--- src/rtl/sync_fifo_flags.sv ---
// sync_fifo_flags: single-clock FIFO with occupancy count, programmable almost_full/almost_empty
// thresholds and sticky overflow/underflow error flags.
//
// Optional feature: define FIFO_FWFT_EN for first-word fall-through. In that mode rdata shows the
// head word combinationally while the FIFO is not empty. Without it, reads use a registered
// 1-cycle path: rdata updates on an accepted read and holds its value otherwise.
//
// Ports:
//   clk1          clock, all logic on the posedge
//   rst1          synchronous active-high reset
//   w_en, wdata   write request and write data
//   r_en          read request (a pop in FWFT mode)
//   clr_err       clears overflow/underflow; a new error event in the same cycle wins
//   rdata         read data
//   full, empty   count == DEPTH, count == 0
//   almost_full   count >= AF_LEVEL
//   almost_empty  count <= AE_LEVEL
//   count         occupancy, 0..DEPTH
//   overflow      sticky: a write was attempted while full
//   underflow     sticky: a read was attempted while empty
module sync_fifo_flags #(
  parameter int unsigned datasize = 8,
  parameter int unsigned addrsize = 4,
  parameter int unsigned AF_LEVEL = 12,
  parameter int unsigned AE_LEVEL = 2
) (
  input  logic                clk1,
  input  logic                rst1,
  input  logic                w_en,
  input  logic [datasize-1:0] wdata,
  input  logic                r_en,
  input  logic                clr_err,
  output logic [datasize-1:0] rdata,
  output logic                full,
  output logic                empty,
  output logic                almost_full,
  output logic                almost_empty,
  output logic [addrsize:0]   count,
  output logic                overflow,
  output logic                underflow
);

  localparam int unsigned Depth = 1 << addrsize;
  localparam logic [addrsize:0] DepthCnt = (addrsize + 1)'(Depth);
  localparam logic [addrsize:0] AfCnt    = (addrsize + 1)'(AF_LEVEL);
  localparam logic [addrsize:0] AeCnt    = (addrsize + 1)'(AE_LEVEL);

  if (!((AE_LEVEL < AF_LEVEL) && (AF_LEVEL <= Depth))) begin : gen_bad_levels
    $error("sync_fifo_flags: need 0 <= AE_LEVEL < AF_LEVEL <= DEPTH");
  end

  logic [datasize-1:0] mem [Depth];

  logic [addrsize-1:0] wptr_q, wptr_d;
  logic [addrsize-1:0] rptr_q, rptr_d;
  logic [addrsize:0]   count_q, count_d;
  logic                full_q, empty_q, afull_q, aempty_q;
  logic                ovf_q, ovf_d, unf_q, unf_d;
  logic                wr_ok, rd_ok;

  // Accept decisions use the registered flags present at the edge.
  assign wr_ok = w_en & ~full_q;
  assign rd_ok = r_en & ~empty_q;

  always_comb begin
    wptr_d  = wptr_q;
    rptr_d  = rptr_q;
    count_d = count_q;
    if (wr_ok) wptr_d = wptr_q + 1'b1;
    if (rd_ok) rptr_d = rptr_q + 1'b1;
    unique case ({wr_ok, rd_ok})
      2'b10:   count_d = count_q + 1'b1;
      2'b01:   count_d = count_q - 1'b1;
      default: count_d = count_q;
    endcase
    // Set takes priority over clear.
    ovf_d = (ovf_q & ~clr_err) | (w_en & full_q);
    unf_d = (unf_q & ~clr_err) | (r_en & empty_q);
  end

  always_ff @(posedge clk1) begin
    if (rst1) begin
      wptr_q   <= '0;
      rptr_q   <= '0;
      count_q  <= '0;
      full_q   <= 1'b0;
      empty_q  <= 1'b1;
      afull_q  <= 1'b0;
      aempty_q <= 1'b1;
      ovf_q    <= 1'b0;
      unf_q    <= 1'b0;
    end else begin
      wptr_q   <= wptr_d;
      rptr_q   <= rptr_d;
      count_q  <= count_d;
      full_q   <= (count_d == DepthCnt);
      empty_q  <= (count_d == '0);
      afull_q  <= (count_d >= AfCnt);
      aempty_q <= (count_d <= AeCnt);
      ovf_q    <= ovf_d;
      unf_q    <= unf_d;
    end
  end

  // Storage is not reset; stale words are unreachable once the pointers clear.
  always_ff @(posedge clk1) begin
    if (wr_ok && !rst1) mem[wptr_q] <= wdata;
  end

`ifdef FIFO_FWFT_EN
  // Head word is visible whenever the FIFO holds data; don't-care while empty.
  assign rdata = mem[rptr_q];
`else
  logic [datasize-1:0] rdata_q;

  always_ff @(posedge clk1) begin
    if (rst1) begin
      rdata_q <= '0;
    end else if (rd_ok) begin
      rdata_q <= mem[rptr_q];
    end
  end

  assign rdata = rdata_q;
`endif

  assign full         = full_q;
  assign empty        = empty_q;
  assign almost_full  = afull_q;
  assign almost_empty = aempty_q;
  assign count        = count_q;
  assign overflow     = ovf_q;
  assign underflow    = unf_q;

endmodule

--- config.mk ---
export PLATFORM = sky130hd
export DESIGN_NAME = sync_fifo_flags
export DESIGN_NICKNAME = d
export VERILOG_FILES = /design/src/rtl/sync_fifo_flags.sv
export SDC_FILE = /design/constraint.sdc
export NUM_CORES = 1
export LEC_CHECK = 0
export CORE_MARGIN = 2
export CORE_UTILIZATION = 64
export CTS_CLUSTER_SIZE = 8
export DETAILED_ROUTE_END_ITERATION = 10
export GPL_TIMING_DRIVEN = 0
export PLACE_DENSITY_LB_ADDON = 0.08
export SLEW_MARGIN = 5
export SYNTH_ARGS = -nofsm -noshare
export SYNTH_HDL_FRONTEND = slang
export SYNTH_SLANG_ARGS = --single-unit
--- constraint.sdc ---
create_clock -name clk1 -period 6 [get_ports clk1]
set_clock_uncertainty 0.15 [all_clocks]
set_input_delay 1.8 -clock clk1 [delete_from_list [all_inputs] [get_ports clk1]]
set_output_delay 1.8 -clock clk1 [all_outputs]
set_load 0.01 [all_outputs]
Word level (Yosys, flattened, before mapping)

Memory sizes are Yosys's and may differ from the RTL's. A register that Yosys moved wholly into a read port is not among the register bits.
Index checks and enable logic that the tools add are counted.

Memories: 1
Word-level logic and storage cells: 36
Register bits after elaboration: 19
Memory bits (writable): 128
Output and inout port bits: 19
Bits in latches: 0
Memory bits (read-only): 0

Memories:

| name | words | width | rd ports | clocked after memory_dff | write ports | line | RTL |
|---|---|---|---|---|---|---|---|
| mem  | 16    | 8     | 1        | 1                        | 1           | 52   | `logic [datasize-1:0] mem [Depth];` |

Shift-type cells: 0
Muxes and demuxes: 3
Reductions and logical operators: 3
Div/mod/pow operators: 0
Bitwise logic cells: 11
Equal/unequal tests: 3
Magnitude comparators: 2
Add/subtract/negate cells: 4
Multiply operators: 0

Operator list:

| cell                                                                                 | number |
|---|---|
| 5-bit one-hot mux with 2 select lines                                                | 1 |
| 4-bit by 1-bit adder with 4-bit output (second input constant)                       | 2 |
| 1-bit AND                                                                            | 6 |
| 5-bit by 1-bit adder with 5-bit output (second input constant)                       | 1 |
| 5-bit == test (second input constant)                                                | 1 |
| 5-bit by 4-bit greater-or-equal comparator with 1-bit output (second input constant) | 1 |
| 5-bit by 2-bit <= comparator with 1-bit output (second input constant)               | 1 |
| 5-bit logical NOT                                                                    | 1 |
| 5-bit by 1-bit subtractor with 5-bit output (second input constant)                  | 1 |
| 1-bit inverter                                                                       | 3 |
| 2-bit by 1-bit == test with 1-bit output (second input constant)                     | 1 |
| 2-bit == test (second input constant)                                                | 1 |
| 1-bit 2-to-1 mux                                                                     | 2 |
| 1-bit OR                                                                             | 2 |
| 1-bit logical AND                                                                    | 1 |
| 1-bit logical NOT                                                                    | 1 |

Depth between registers and ports, before layout

Depth in word-level cells: 5
Depth in mapped cells: 11

Worst setup path before layout

Ideal clock, no wire load.

Path kind: input port to flip-flop
From: input w_en
To: register empty_q, in the netlist empty
Data required time: 5734 ps
Arrival: 3522 ps
Cell stages on the path: 11
Path slack: 2211 ps
Path through: nor2b_1 buf_6 clkinv_2 nand2_1 xnor2_1 ha_1 a21oi_1 a21boi_2 o21ba_1 or3_1 a41o_1

Cells in the longest elaborated chain, start to end: 4
Elaborated cells between the ends (all ways): 5
Classes of those cells: eq/ne: 2; mux: 1; bitwise: 1; reduce/logical: 1

Ends and longest elaborated chain:

| element                                                                   | line | RTL |
|---|---|---|
| start: declaration                                                        | 29   | `input logic w_en,` |
| 1-bit AND *                                                               | 62   | `assign wr_ok = w_en & ~full_q;` |
| 2-bit by 1-bit == test with 1-bit output or 2-bit == test (tied branches) | 71   | `unique case ({wr_ok, rd_ok})` |
| 5-bit one-hot mux with 2 select lines *                                   | 71   |  |
| 5-bit logical NOT *                                                       | 97   | `empty_q <= (count_d == '0);` |
| end signal: assignment                                                    | 97   |  |
| end: declaration                                                          | 57   | `logic full_q, empty_q, afull_q, aempty_q;` |

Every way passes the cells marked *; elsewhere a longest branch is shown, timed or not.
A chain may end at the register's enable or synchronous reset.

Worst setup path after layout

From: input w_en
To: memory mem[2][0] (enable)

Cells in the longest elaborated chain, start to end: 4

Ends and longest elaborated chain:

| element                                | line | RTL |
|---|---|---|
| 1-bit AND                              | 62   |  |
| 1-bit logical AND                      | 107  | `if (wr_ok && !rst1) mem[wptr_q] <= wdata;` |
| 1-bit 2-to-1 mux                       | 107  |  |
| 1-bit 2-to-1 mux (not written as such) | 107  |  |
| end: declaration                       | 52   |  |

Every way passes these cells.

==> flow_summary.json <==
{
  "setup.reg_to_reg.worst_slack_ns": 3.28,
  "share_of_synthesized_area_occupied_by_flip_flops_and_latches": 0.6994,
  "top_signal_layer_used": "met4",
  "vias": 3410,
  "clock_tree_from_tritoncts": "built",
  "postSynthCellCount": 367,
  "layout.cells.most_common": "edfxtp_1",
  "final_cell_mix": "edfxtp_1, nor2_1, clkdlybuf4s50_1",
  "reg2reg_capture_point": "mem[2][0]",
  "synth_largest_type_area_fraction": 0.6132,
  "power_density_nw_per_um2": 370.3,
  "slew_headroom": 0.1641,
  "final_layout_worst_hold_slack_ns": 0.3475,
  "globalplace.congestion": 0.8719,
  "initialDrtViolationCount": 271,
  "synth-async-reset-ratio": 0,
  "synthToLayoutAreaGrowth_pct": 16.49,
  "startpoint": "w_en",
  "postLayoutCoreUtil": 0.7575,
  "outcome": "complete, no violations",
  "leakagePower_uw": 0.002417,
  "postLayoutCellArea_sq_um": 7302,
  "hold_viol_final": 0,
  "postCtsSetupRepairBufs": 0,
  "route.final.wire_length_mm": 12.15,
  "final_period_minus_worst_setup_slack_ns": 4.175,
  "power.ir.vdd_worst_uv": 286.3,
  "synth_warnings": 0,
  "cell_chosen_for_the_clock_root": "clkbuf_8",
  "first_global_vias": 3219,
  "synth_flop_type": "edfxtp_1",
  "clock_sinks": 155,
  "top_level_ports": 32,
  "wire_length_per_cell_microns": 21.62,
  "dpl_cell_area_sq_um": 6735,
  "synth_edf_count": 128,
  "required_ns": 5.98,
  "via_per_inst": 6.068,
  "worstPathCellList": "clkdlybuf4s50_1 > nor2b_1 > buf_6 > clkinv_2 > nor2_1 > nand2_1 > nor3_1",
  "ant_nets": 0,
  "hpwl_mm": 7.960,
  "placeableCoreArea_sq_um": 9639,
  "grt_pass1_wl_mm": 18.25,
  "cp.arrival_ns": 4.15,
  "setup_ws_ns": 1.825,
  "post_cts.resized_instances": 0,
  "cts.htree.levels": 4,
  "cp-end-kind": "flip-flop",
  "die_w_microns": 103.0,
  "grt_antenna_before_repair": 0,
  "timing.reg2reg.worst_path_depth": 6,
  "detailroute.wirelength.met2_mm": 5.827,
  "finalNetCount": 436,
  "finalCritPeriodShare": 0.6958,
  "placement_rows": 36,
  "share_of_post_route_cells_with_drive_strength_above_1": 0.1655,
  "die_height_microns": 103.0,
  "cts_hold_buffers": 0,
  "worst-path-stages": 7,
  "drt-pass1-iter-count": 5,
  "clock_tree_buf_depth": 2,
  "max_stage_delay_ns": 0.99,
  "cp_top_family": "simple AND/OR/NAND/NOR gates",
  "clkLatencyLatePin_ns": 0.52,
  "netlist-cell-type-count": 45,
  "hold_path.class": "reg2reg",
  "yosys_register_bits": 155,
  "worst_setup_hold_path_clk_slew_ns": 0.06,
  "crit_path_start_kind": "input port",
  "drv_slew": 0,
  "worst-path-buf-inv": 3,
  "pre_cts_ws_ns": 1.259,
  "worst_setup_path_endpoint": "mem[2][0]",
  "launch_point_of_the_worst_reg_to_reg_path": "full",
  "setup_viol": 0,
  "max_freq_mhz": 239.5,
  "ys_top_cells_by_area": "edfxtp_1, dfxtp_1, mux4_1",
  "timing.critical_path.slowest_stage_cell": "nor3_1",
  "gr-total-overflow": 0,
  "cts-buffers-inserted": 17,
  "syn-num-nets": 387,
  "drv.max_cap_violation_count": 0,
  "port_buffers": 30,
  "grt_setup_unrepaired": "no",
  "gr_util_all_layers": 0.2466,
  "totalNegativeSetupSlack_ns": 0,
  "fp.dieArea_sq_um": 10600,
  "antenna_cell_count": 0,
  "syn-cell-area_sq_um": 6269,
  "postSynthAreaPerCell_sq_um": 17.08,
  "wl_met1_mm": 5.452,
  "grt_max_degree": 17,
  "drc": 0,
  "worstMarginPinSlew_ns": 1.244,
  "cp_max_fo": 8,
  "synth_largest_area_cell": "edfxtp_1",
  "path_class": "in2reg",
  "initial_utilization": 0.6503,
  "met3WireLength_microns": 625
}
[through the flow]
stage	std cells	total power [uW]
6_report	562	2704
2_1_floorplan	367	1576
4_1_cts	562	2711
3_5_place_dp	530	1728
5_1_grt	562	2800
3_3_place_gp	530	1720
[final cells by class]
class,instances,area [sq um]
buffer,23,156.4
tap,133,166.4
inverter,6,23.77
timing repair buffer,30,300.3
clock inverter,14,138.9
multi-input combinational,183,1714
sequential,155,4384
fill,605,2337
clock buffer,18,417.9
[metal layers]
metal  global-route usage  vias to the layer above
met5                    0                        -
met4               0.1022                        0
met3              0.05085                       22
met2               0.3656                      124
met1               0.3641                     1711
li1                     -                     1553
[flip-flops by register name, summed over array words and instances, names as in the netlist]
name	count
mem	128
rdata	8
count	5
rptr_q	4
wptr_q	4
almost_empty	1
almost_full	1
empty	1
full	1
overflow	1
underflow	1
[how the worst min path moves through the flow]
stage / to / from / slack [ns] / cells past startpoint
after floorplan: wptr_q[1] / wptr_q[1] / 0.33 / 2
after global placement: rdata[0] / rdata[0] / 0.32 / 2
after detailed placement: rdata[0] / rdata[0] / 0.33 / 2
after CTS: rdata[0] / rdata[0] / 0.34 / 2
after global routing: overflow / overflow / 0.38 / 2
final: overflow / overflow / 0.35 / 2
[cells by family after synthesis]
family	count (synthesis)	synth area share
muxes	32	0.1246
AOI/OAI and AO/OA	55	0.06008
DFF	155	0.6994
adders and majority gates	7	0.01397
buffers and inverters	29	0.02874
xor gates and xnor gates	9	0.01377
and+or+nand+nor	80	0.05948
[cells in the mapped netlist, types with 2 or more instances]
| master | instances |
|---|---|
| a21oi_1 | 22 |
| a22oi_1 | 18 |
| a41o_1 | 2 |
| buf_1 | 4 |
| buf_2 | 7 |
| buf_4 | 2 |
| buf_6 | 2 |
| buf_8 | 2 |
| clkbuf_1 | 5 |
| dfxtp_1 | 27 |
| edfxtp_1 | 128 |
| ha_1 | 7 |
| inv_1 | 4 |
| mux4_1 | 16 |
| mux4_2 | 16 |
| nand2_1 | 15 |
| nand2b_1 | 2 |
| nand4_1 | 3 |
| nor2_1 | 40 |
| nor2b_1 | 5 |
| nor3_1 | 7 |
| o2111ai_1 | 2 |
| o22ai_1 | 2 |
| o31ai_1 | 2 |
| xnor2_1 | 3 |
| xor2_1 | 5 |
[worst register-to-register path: stages, from the launching register on]
cell and delay (ns):
dfxtp_1 0.33, nor2b_1 0.14, buf_6 0.15, clkinv_2 0.12, nor2_1 0.24, nand2_1 0.21, nor3_1 0.99
[power by group]
part           switching [uW]  internal [uW]  leakage (uW)
clock                     438            558      0.000259
sequential               23.9           1210       0.00137
combinational             241            236      0.000785
Note: power is estimated with default switching activity, not from simulation.
